===== src/rtl/mem_port_arbiter.sv =====
// Arbitrates one core-side memory port between IFU fetches and LSU loads/stores, one transaction in flight.
// Define MEM_ARB_RR_EN for round-robin arbitration; the default build gives the LSU fixed priority.
module mem_port_arbiter #(
    parameter int ADDR_WIDTH = 32,
    parameter int DATA_WIDTH = 32,
    parameter int STRB_WIDTH = DATA_WIDTH / 8
) (
    input  logic                  clk,
    input  logic                  rst,
    input  logic                  ifu_req_valid,
    output logic                  ifu_req_ready,
    input  logic [ADDR_WIDTH-1:0] ifu_req_addr,
    output logic                  ifu_resp_valid,
    output logic [DATA_WIDTH-1:0] ifu_resp_rdata,
    input  logic                  lsu_req_valid,
    output logic                  lsu_req_ready,
    input  logic [ADDR_WIDTH-1:0] lsu_req_addr,
    input  logic                  lsu_req_wen,
    input  logic [DATA_WIDTH-1:0] lsu_req_wdata,
    input  logic [STRB_WIDTH-1:0] lsu_req_wmask,
    output logic                  lsu_resp_valid,
    output logic [DATA_WIDTH-1:0] lsu_resp_rdata,
    output logic                  mem_req_valid,
    input  logic                  mem_req_ready,
    output logic [ADDR_WIDTH-1:0] mem_req_addr,
    output logic                  mem_req_wen,
    output logic [DATA_WIDTH-1:0] mem_req_wdata,
    output logic [STRB_WIDTH-1:0] mem_req_wmask,
    input  logic                  mem_resp_valid,
    input  logic [DATA_WIDTH-1:0] mem_resp_rdata,
    output logic                  arb_busy
);

    typedef enum logic [1:0] {IDLE, REQ, RESP} state_e;

    state_e                state_q, state_d;
    logic                  owner_q, owner_d;
    logic [ADDR_WIDTH-1:0] addr_q, addr_d;
    logic                  wen_q, wen_d;
    logic [DATA_WIDTH-1:0] wdata_q, wdata_d;
    logic [STRB_WIDTH-1:0] wmask_q, wmask_d;
    logic                  ifu_resp_valid_q, ifu_resp_valid_d;
    logic [DATA_WIDTH-1:0] ifu_resp_rdata_q, ifu_resp_rdata_d;
    logic                  lsu_resp_valid_q, lsu_resp_valid_d;
    logic [DATA_WIDTH-1:0] lsu_resp_rdata_q, lsu_resp_rdata_d;
    logic                  lsu_wins;
    logic                  complete;
`ifdef MEM_ARB_RR_EN
    logic                  last_grant_q, last_grant_d;

    // On contention the requester not granted last time wins; 0 = IFU, 1 = LSU.
    assign lsu_wins = lsu_req_valid && (!ifu_req_valid || !last_grant_q);
`else
    assign lsu_wins = lsu_req_valid;
`endif

    // Readies are forced low during reset so no handshake is lost to it.
    assign lsu_req_ready = (state_q == IDLE) && !rst && lsu_wins;
    assign ifu_req_ready = (state_q == IDLE) && !rst && ifu_req_valid && !lsu_wins;

    always_comb begin
        state_d          = state_q;
        owner_d          = owner_q;
        addr_d           = addr_q;
        wen_d            = wen_q;
        wdata_d          = wdata_q;
        wmask_d          = wmask_q;
        ifu_resp_valid_d = 1'b0;
        ifu_resp_rdata_d = ifu_resp_rdata_q;
        lsu_resp_valid_d = 1'b0;
        lsu_resp_rdata_d = lsu_resp_rdata_q;
        complete         = 1'b0;
`ifdef MEM_ARB_RR_EN
        last_grant_d     = last_grant_q;
`endif
        case (state_q)
            IDLE: begin
                if (ifu_req_ready || lsu_req_ready) begin
                    owner_d = lsu_req_ready;
                    addr_d  = lsu_req_ready ? lsu_req_addr  : ifu_req_addr;
                    wen_d   = lsu_req_ready && lsu_req_wen;
                    wdata_d = lsu_req_ready ? lsu_req_wdata : '0;
                    wmask_d = lsu_req_ready ? lsu_req_wmask : '0;
                    state_d = REQ;
`ifdef MEM_ARB_RR_EN
                    last_grant_d = lsu_req_ready;
`endif
                end
            end
            REQ: begin
                if (mem_req_ready) begin
                    complete = mem_resp_valid;
                    state_d  = mem_resp_valid ? IDLE : RESP;
                end
            end
            RESP: begin
                if (mem_resp_valid) begin
                    complete = 1'b1;
                    state_d  = IDLE;
                end
            end
            default: state_d = IDLE;
        endcase
        if (complete) begin
            if (owner_q) begin
                lsu_resp_valid_d = 1'b1;
                lsu_resp_rdata_d = mem_resp_rdata;
            end else begin
                ifu_resp_valid_d = 1'b1;
                ifu_resp_rdata_d = mem_resp_rdata;
            end
        end
    end

    always_ff @(posedge clk) begin
        if (rst) begin
            state_q          <= IDLE;
            owner_q          <= 1'b0;
            addr_q           <= '0;
            wen_q            <= 1'b0;
            wdata_q          <= '0;
            wmask_q          <= '0;
            ifu_resp_valid_q <= 1'b0;
            ifu_resp_rdata_q <= '0;
            lsu_resp_valid_q <= 1'b0;
            lsu_resp_rdata_q <= '0;
`ifdef MEM_ARB_RR_EN
            last_grant_q     <= 1'b0;
`endif
        end else begin
            state_q          <= state_d;
            owner_q          <= owner_d;
            addr_q           <= addr_d;
            wen_q            <= wen_d;
            wdata_q          <= wdata_d;
            wmask_q          <= wmask_d;
            ifu_resp_valid_q <= ifu_resp_valid_d;
            ifu_resp_rdata_q <= ifu_resp_rdata_d;
            lsu_resp_valid_q <= lsu_resp_valid_d;
            lsu_resp_rdata_q <= lsu_resp_rdata_d;
`ifdef MEM_ARB_RR_EN
            last_grant_q     <= last_grant_d;
`endif
        end
    end

    assign mem_req_valid  = (state_q == REQ);
    assign mem_req_addr   = addr_q;
    assign mem_req_wen    = wen_q;
    assign mem_req_wdata  = wdata_q;
    assign mem_req_wmask  = wmask_q;
    assign arb_busy       = (state_q != IDLE);
    assign ifu_resp_valid = ifu_resp_valid_q;
    assign ifu_resp_rdata = ifu_resp_rdata_q;
    assign lsu_resp_valid = lsu_resp_valid_q;
    assign lsu_resp_rdata = lsu_resp_rdata_q;

endmodule


===== config.mk =====
export PLATFORM = sky130hd
export DESIGN_NAME = mem_port_arbiter
export DESIGN_NICKNAME = d
export VERILOG_FILES = /design/src/rtl/mem_port_arbiter.sv
export SDC_FILE = /design/constraint.sdc
export NUM_CORES = 1
export LEC_CHECK = 0
export CORE_AREA = 2 2 119 121
export CTS_CLUSTER_SIZE = 10
export DETAILED_ROUTE_END_ITERATION = 6
export DIE_AREA = 0 0 121 123
export PLACE_DENSITY = 0.82
export SLEW_MARGIN = 20
export SYNTH_ARGS = -nofsm -noshare
export SYNTH_HDL_FRONTEND = slang
export SYNTH_SLANG_ARGS = --single-unit

===== constraint.sdc =====
create_clock -name clk -period 1.8 [get_ports clk]
set_input_delay 0.36 -clock clk [delete_from_list [all_inputs] [get_ports clk]]
set_output_delay 0.36 -clock clk [all_outputs]
set_load 0.05 [all_outputs]

Yosys cells after proc, flatten, opt, wreduce, memory -nomap -nowiden:

Cells that the tools add are included.

* shifts and indexed selects: 0
* equality and inequality tests: 5
* bitwise logic cells: 2
* reduce and logical (&&, ||, !) cells: 15
* $mul: 0
* magnitude comparators: 0
* add/sub/neg operators: 0
* mux-type cells: 13
* div/mod/pow operators: 0

Operators by type and width (number)
* $mux 32: 2
* $mux 2: 4
* $pmux 2 s3: 1
* $reduce_and 2->1: 3
* $logic_and 1x1->1: 5
* $mux 1: 4
* $mux 4: 1
* $ne 2x1->1 const B: 2
* $reduce_and 3->1: 1
* $eq 2x1->1 const B: 1
* $eq 2x2->1 const B: 1
* $logic_not 1->1: 2
* $logic_not 2->1: 1
* $ne 2x2->1 const B: 1
* $not 1->1: 2
* $pmux 1 s2: 1
* $reduce_bool 2->1: 1
* $reduce_or 2->1: 1
* $logic_or 1x1->1: 1

* memory bits (read-only): 0
* bits in latches: 0
* register bits after elaboration: 138
* input bits: 139
* bits in writable memories: 0
* memories: 0
* logic and storage cells: 45
* output and inout bits: 139

Logic depth before layout (Yosys ltp):

Gate-level depths: netlist (run 1).

* depth in word-level cells: 7
* depth in mapped cells: 8
* mapped depth without buffers: 7

Worst setup path before layout (run 1):

OpenSTA, ideal clock, no wires.

* path type: register -> register
* from: register state_q[1]
* to: register ifu_resp_rdata_q[10], in the netlist ifu_resp_rdata[10]
* path buffers: 2
* setup time: 0.132 ns
* cell stages (with the launch flop): 9
* arrival: 1.791 ns
* required time: 1.668 ns
* slack: -0.124 ns
* period minus slack after synthesis: 1.924 ns
* cell sequence: dfxtp_1 -> inv_1 -> ha_1 -> a21oi_1 -> or3_1 -> buf_2 -> buf_2 -> nand2_1 -> a21oi_1

* longest elaborated chain between the ends: 3
* elaborated cells on any way between the ends: 4
* those cells by class: eq/ne (2); mux (1); reduce/logical (1)

RTL lines
* from (decl): RTL line 36 `state_e state_q, state_d;`
* from (signal assigned): RTL line 131 `state_q <= state_d;`
* $eq 2x1->1
* named net mem_req_valid: RTL line 23 `output logic mem_req_valid,`
* $pmux 1 s2: RTL line 76 `case (state_q)`
* $reduce_and 2->1 (no source line)
* to (signal assigned): RTL line 138 `ifu_resp_rdata_q <= ifu_resp_rdata_d;`
* to (decl): RTL line 43 `logic [DATA_WIDTH-1:0] ifu_resp_rdata_q, ifu_resp_rdata_d;`

The timed path passes the listed nets, and every way through them passes these cells.
A chain may end at the register's enable or synchronous reset.

Final worst setup path (run 1):

* from: register state_q[1]
* to: output lsu_req_ready

* longest elaborated chain between the ends: 3

RTL lines
* $logic_not 2->1: RTL line 58 `assign lsu_req_ready = (state_q == IDLE) && !rst && lsu_wins;`
* $logic_and 1x1->1 (2 in series): RTL line 58
* to (decl): RTL line 16 `output logic lsu_req_ready,`

No other way between the ends.

==> summary.txt, run 1 <==
Floorplanning
  • Num rows: 43
  • Chip Height: 123 um
  • Die Area: 0.0149 mm^2
  • Starting density of the core: 39.2%
  • Die W: about 120 um
  • Core area: 0.0136 mm^2
  • Ports: 278

STA
  • Period utilization: 105%
  • Slew HR: 71.3%
  • Clock Skew: 0.00577 ns
  • RSZ-0062 raised after global routing: true
  • Worst-Margin Slew: 0.430 ns
  • Final hold viol count: 0
  • Fmax: 530 MHz
  • Setup violations, final: 2
  • Slew Viols, Final: 0
  • Crit path time final: 1.89 ns
  • Setup ws final: -0.0856 ns
  • Final setup TNS: -0.129 ns

Layout
  • Leading cell type in the layout, fill and taps excluded: nand2_1
  • Layout Cells excl Fill: 1098
  • Finished Cell Area: 0.00889 mm^2
  • Util after Layout: 65.3%
  • Antenna diodes: 0
  • Final #Nets: 1048
  • Layout cells sized above 1: ~29%
  • Area Overhead vs Synth: 66.5%
  • Most frequent cells in the layout: nand2_1, buf_4, dfxtp_1, clkdlybuf4s50_1

Status
  • Failing checks: negative setup slack
  • Outcome: finished with violations

Power and ir drop
  • Tot Pwr: 10700 uW
  • Leak: 0.00361 uW
  • Power per standard cell area: 1200 mW/mm^2
  • Worst vdd ir: 0.633 mV

Routing
  • Initial drt markers: 277
  • WL met3: 1.50 mm
  • DR DRC count: 0
  • Vias: roughly 5400
  • DRT met1 WL: 6.58 mm
  • WL final: between 15 and 20 mm
  • Highest routed layer: met4
  • Post-DR vias/cell: 4.93
  • Drt wl/cell: 15.4 um
  • DR pass1 iterations: 5
  • Final ANT Viol Nets: 0
  • WL met2: 8.54 mm

Setup path
  • Startpoint Class: flip-flop
  • Critical path's slowest cell: dfxtp_2
  • CP Class: flip-flop to primary output
  • CP most frequent cell: buf_12
  • CP Capture Type: primary output
  • Crit Path Max Fanout: 4
  • Crit-path max cell delay: around 0.32 ns
  • Critical Path AT: approximately 1.5 ns
  • WP data required: 1.44 ns
  • Worst path cell trace: inv_2 > ha_4 > nor2b_4 > nand2_2 > inv_4 > buf_12 > buf_12

Job
  • Max-Cap Viols: 0

Synth
  • Ys Warns: 0
  • Cell taking the most area after synthesis: dfxtp_1
  • Mapped Area: between 0.005 and 0.006 mm^2
  • Post-Synthesis Cells: roughly 620
  • Yosys reg bits: between 100 and 150
  • Share of Yosys cell area claimed by the top area cell type: around 52%
  • Synthesized net count: 761
  • Netlist cell types: 30
  • Top post-synthesis cells by area: dfxtp_1, nand2_1, a311oi_2
  • Sequential share of the synthesized area: 51.7%
  • Syn_area_per_cell: 8.64 um^2

Place
  • Gp weighted congestion: about 0.79
  • HPWL Detailed: 11.6 mm
  • Placed cell count: 1055
  • Input/output buffers: 277
  • Placed cell areas: 0.00810 mm^2

CTS
  • Total CTS buffers: 17
  • H-tree depth: 4
  • Clk_lat worst skew: 0.41 ns
  • CTS root buf: clkbuf_16
  • CTS clk-pin slew, worst paths: roughly 0.060 ns
  • # hold bufs at CTS: 0
  • CTS tree: yes
  • Deepest clock path buffer count: 2
  • CTS sink count: 138

GRT
  • Initial antenna violation count: 0
  • Tot GR Track Use: between 20 and 25%
  • Global-route wire length before repair: between 20 and 30 mm
  • GRT overflow: 0
  • Largest net degree at the start of global routing: 93
  • Number of global-route vias before repair: 5288

Hold path
  • Hold Crit Class: flip-flop to flip-flop
## final timing paths
check / slack (ns) / from / end / cells past startpoint
setup / recovery: -0.09 / state_q[1]$_SDFFE_PP0P_ / lsu_req_ready / 7
hold / removal: 0.45 / lsu_resp_rdata[1]$_SDFFE_PP0P_ / lsu_resp_rdata[1]$_SDFFE_PP0P_ / 2
setup reg to reg: 0 / state_q[1]$_SDFFE_PP0P_ / mem_req_addr[19]$_SDFFE_PP0P_ / 9
hold reg to reg: 0.45 / lsu_resp_rdata[1]$_SDFFE_PP0P_ / lsu_resp_rdata[1]$_SDFFE_PP0P_ / 2
## state kept, by name, summed over array words and instances, names as in the netlist
signal and count:
ifu_resp_rdata 32, ifu_resp_valid 1, lsu_resp_rdata 32, lsu_resp_valid 1, mem_req_addr 32, mem_req_wdata 32, mem_req_wen 1, mem_req_wmask 4
owner_q 1, state_q 2
## per-stage QoR
| step | hold slack (ns) | worst slack (ns) |
|---|---|---|
| 6_report | 0.454 | -0.0856 |
| 4_1_cts | 0.455 | -0.100 |
| 5_1_grt | 0.479 | -0.177 |
| 3_3_place_gp | 0.442 | 0.0334 |
| 3_5_place_dp | 0.447 | -0.0210 |
| 2_1_floorplan | 0.465 | 0.0533 |
## layer usage
layer,GRT usage [%],vias to the layer above
met5,0,-
met4,7.27,0
met3,7.56,22
met2,39.1,220
met1,24.8,2524
li1,-,2648
## report_power, final
group          switching (uW)  internal, uW  total, uW
Combinational            2090          1400       3490
Sequential                175          3350       3530
Clock                    1360          2310       3660
## cells by family after synthesis
family | after synthesis | share of synthesized area (%)
flops | 138 | 51.7
compound gates | 140 | 21.0
fa+ha+maj | 4 | 0.937
simple gates | 278 | 20.6
mux | 2 | 0.375
buf+inv | 56 | 5.34
## cell usage after synthesis
master / count
nand2_1: 194
dfxtp_1: 138
a21oi_1: 66
nor2_1: 66
a22oi_1: 38
a311oi_2: 32
buf_2: 21
clkbuf_1: 18
nor2_2: 6
inv_1: 5
buf_4: 4
ha_1: 4
buf_1: 3
buf_6: 3
nand2b_1: 3
mux2i_1: 2
or3_1: 2
a21o_1: 1
and2_1: 1
and3_1: 1
and3b_1: 1
buf_8: 1
inv_2: 1
nand2_2: 1
nand3_1: 1
nor2b_4: 1
nor3_2: 1
o21a_1: 1
o21ai_0: 1
o22ai_1: 1
## repair_timing
| item | in CTS | in global routing |
|---|---|---|
| gates resized for setup | 7 | 4 |
| setup endpoints to repair | 3 | 33 |
| cloned | 1 | 1 |
| pin swaps | 2 | 0 |
| buffers inserted | 7 | 3 |
## cell type report
type	count	area, um^2
Clock buffer	20	467
Clock inverter	12	159
Fill cell	1138	4720
Inverter	6	25.0
Multi-Input combinational cell	424	2330
Sequential cell	138	2760
Tap cell	180	225
Timing Repair Buffer	318	2920
## critical path, delay by kind of cell, from the launching register on
family	cells	cell delay (ns)
buffers and inverters	4	0.36
flip-flops	1	0.32
AND/OR/NAND/NOR	2	0.27
adder cells (fa/ha/maj)	1	0.15
Note: power is estimated with default switching activity, not from simulation.
==> inputs of run 2 (changes only) <==
- SLEW_MARGIN: 20 -> not set
==> results of run 2 <==
Same layout as run 1: the final DEF is identical, and so are final timing and power.
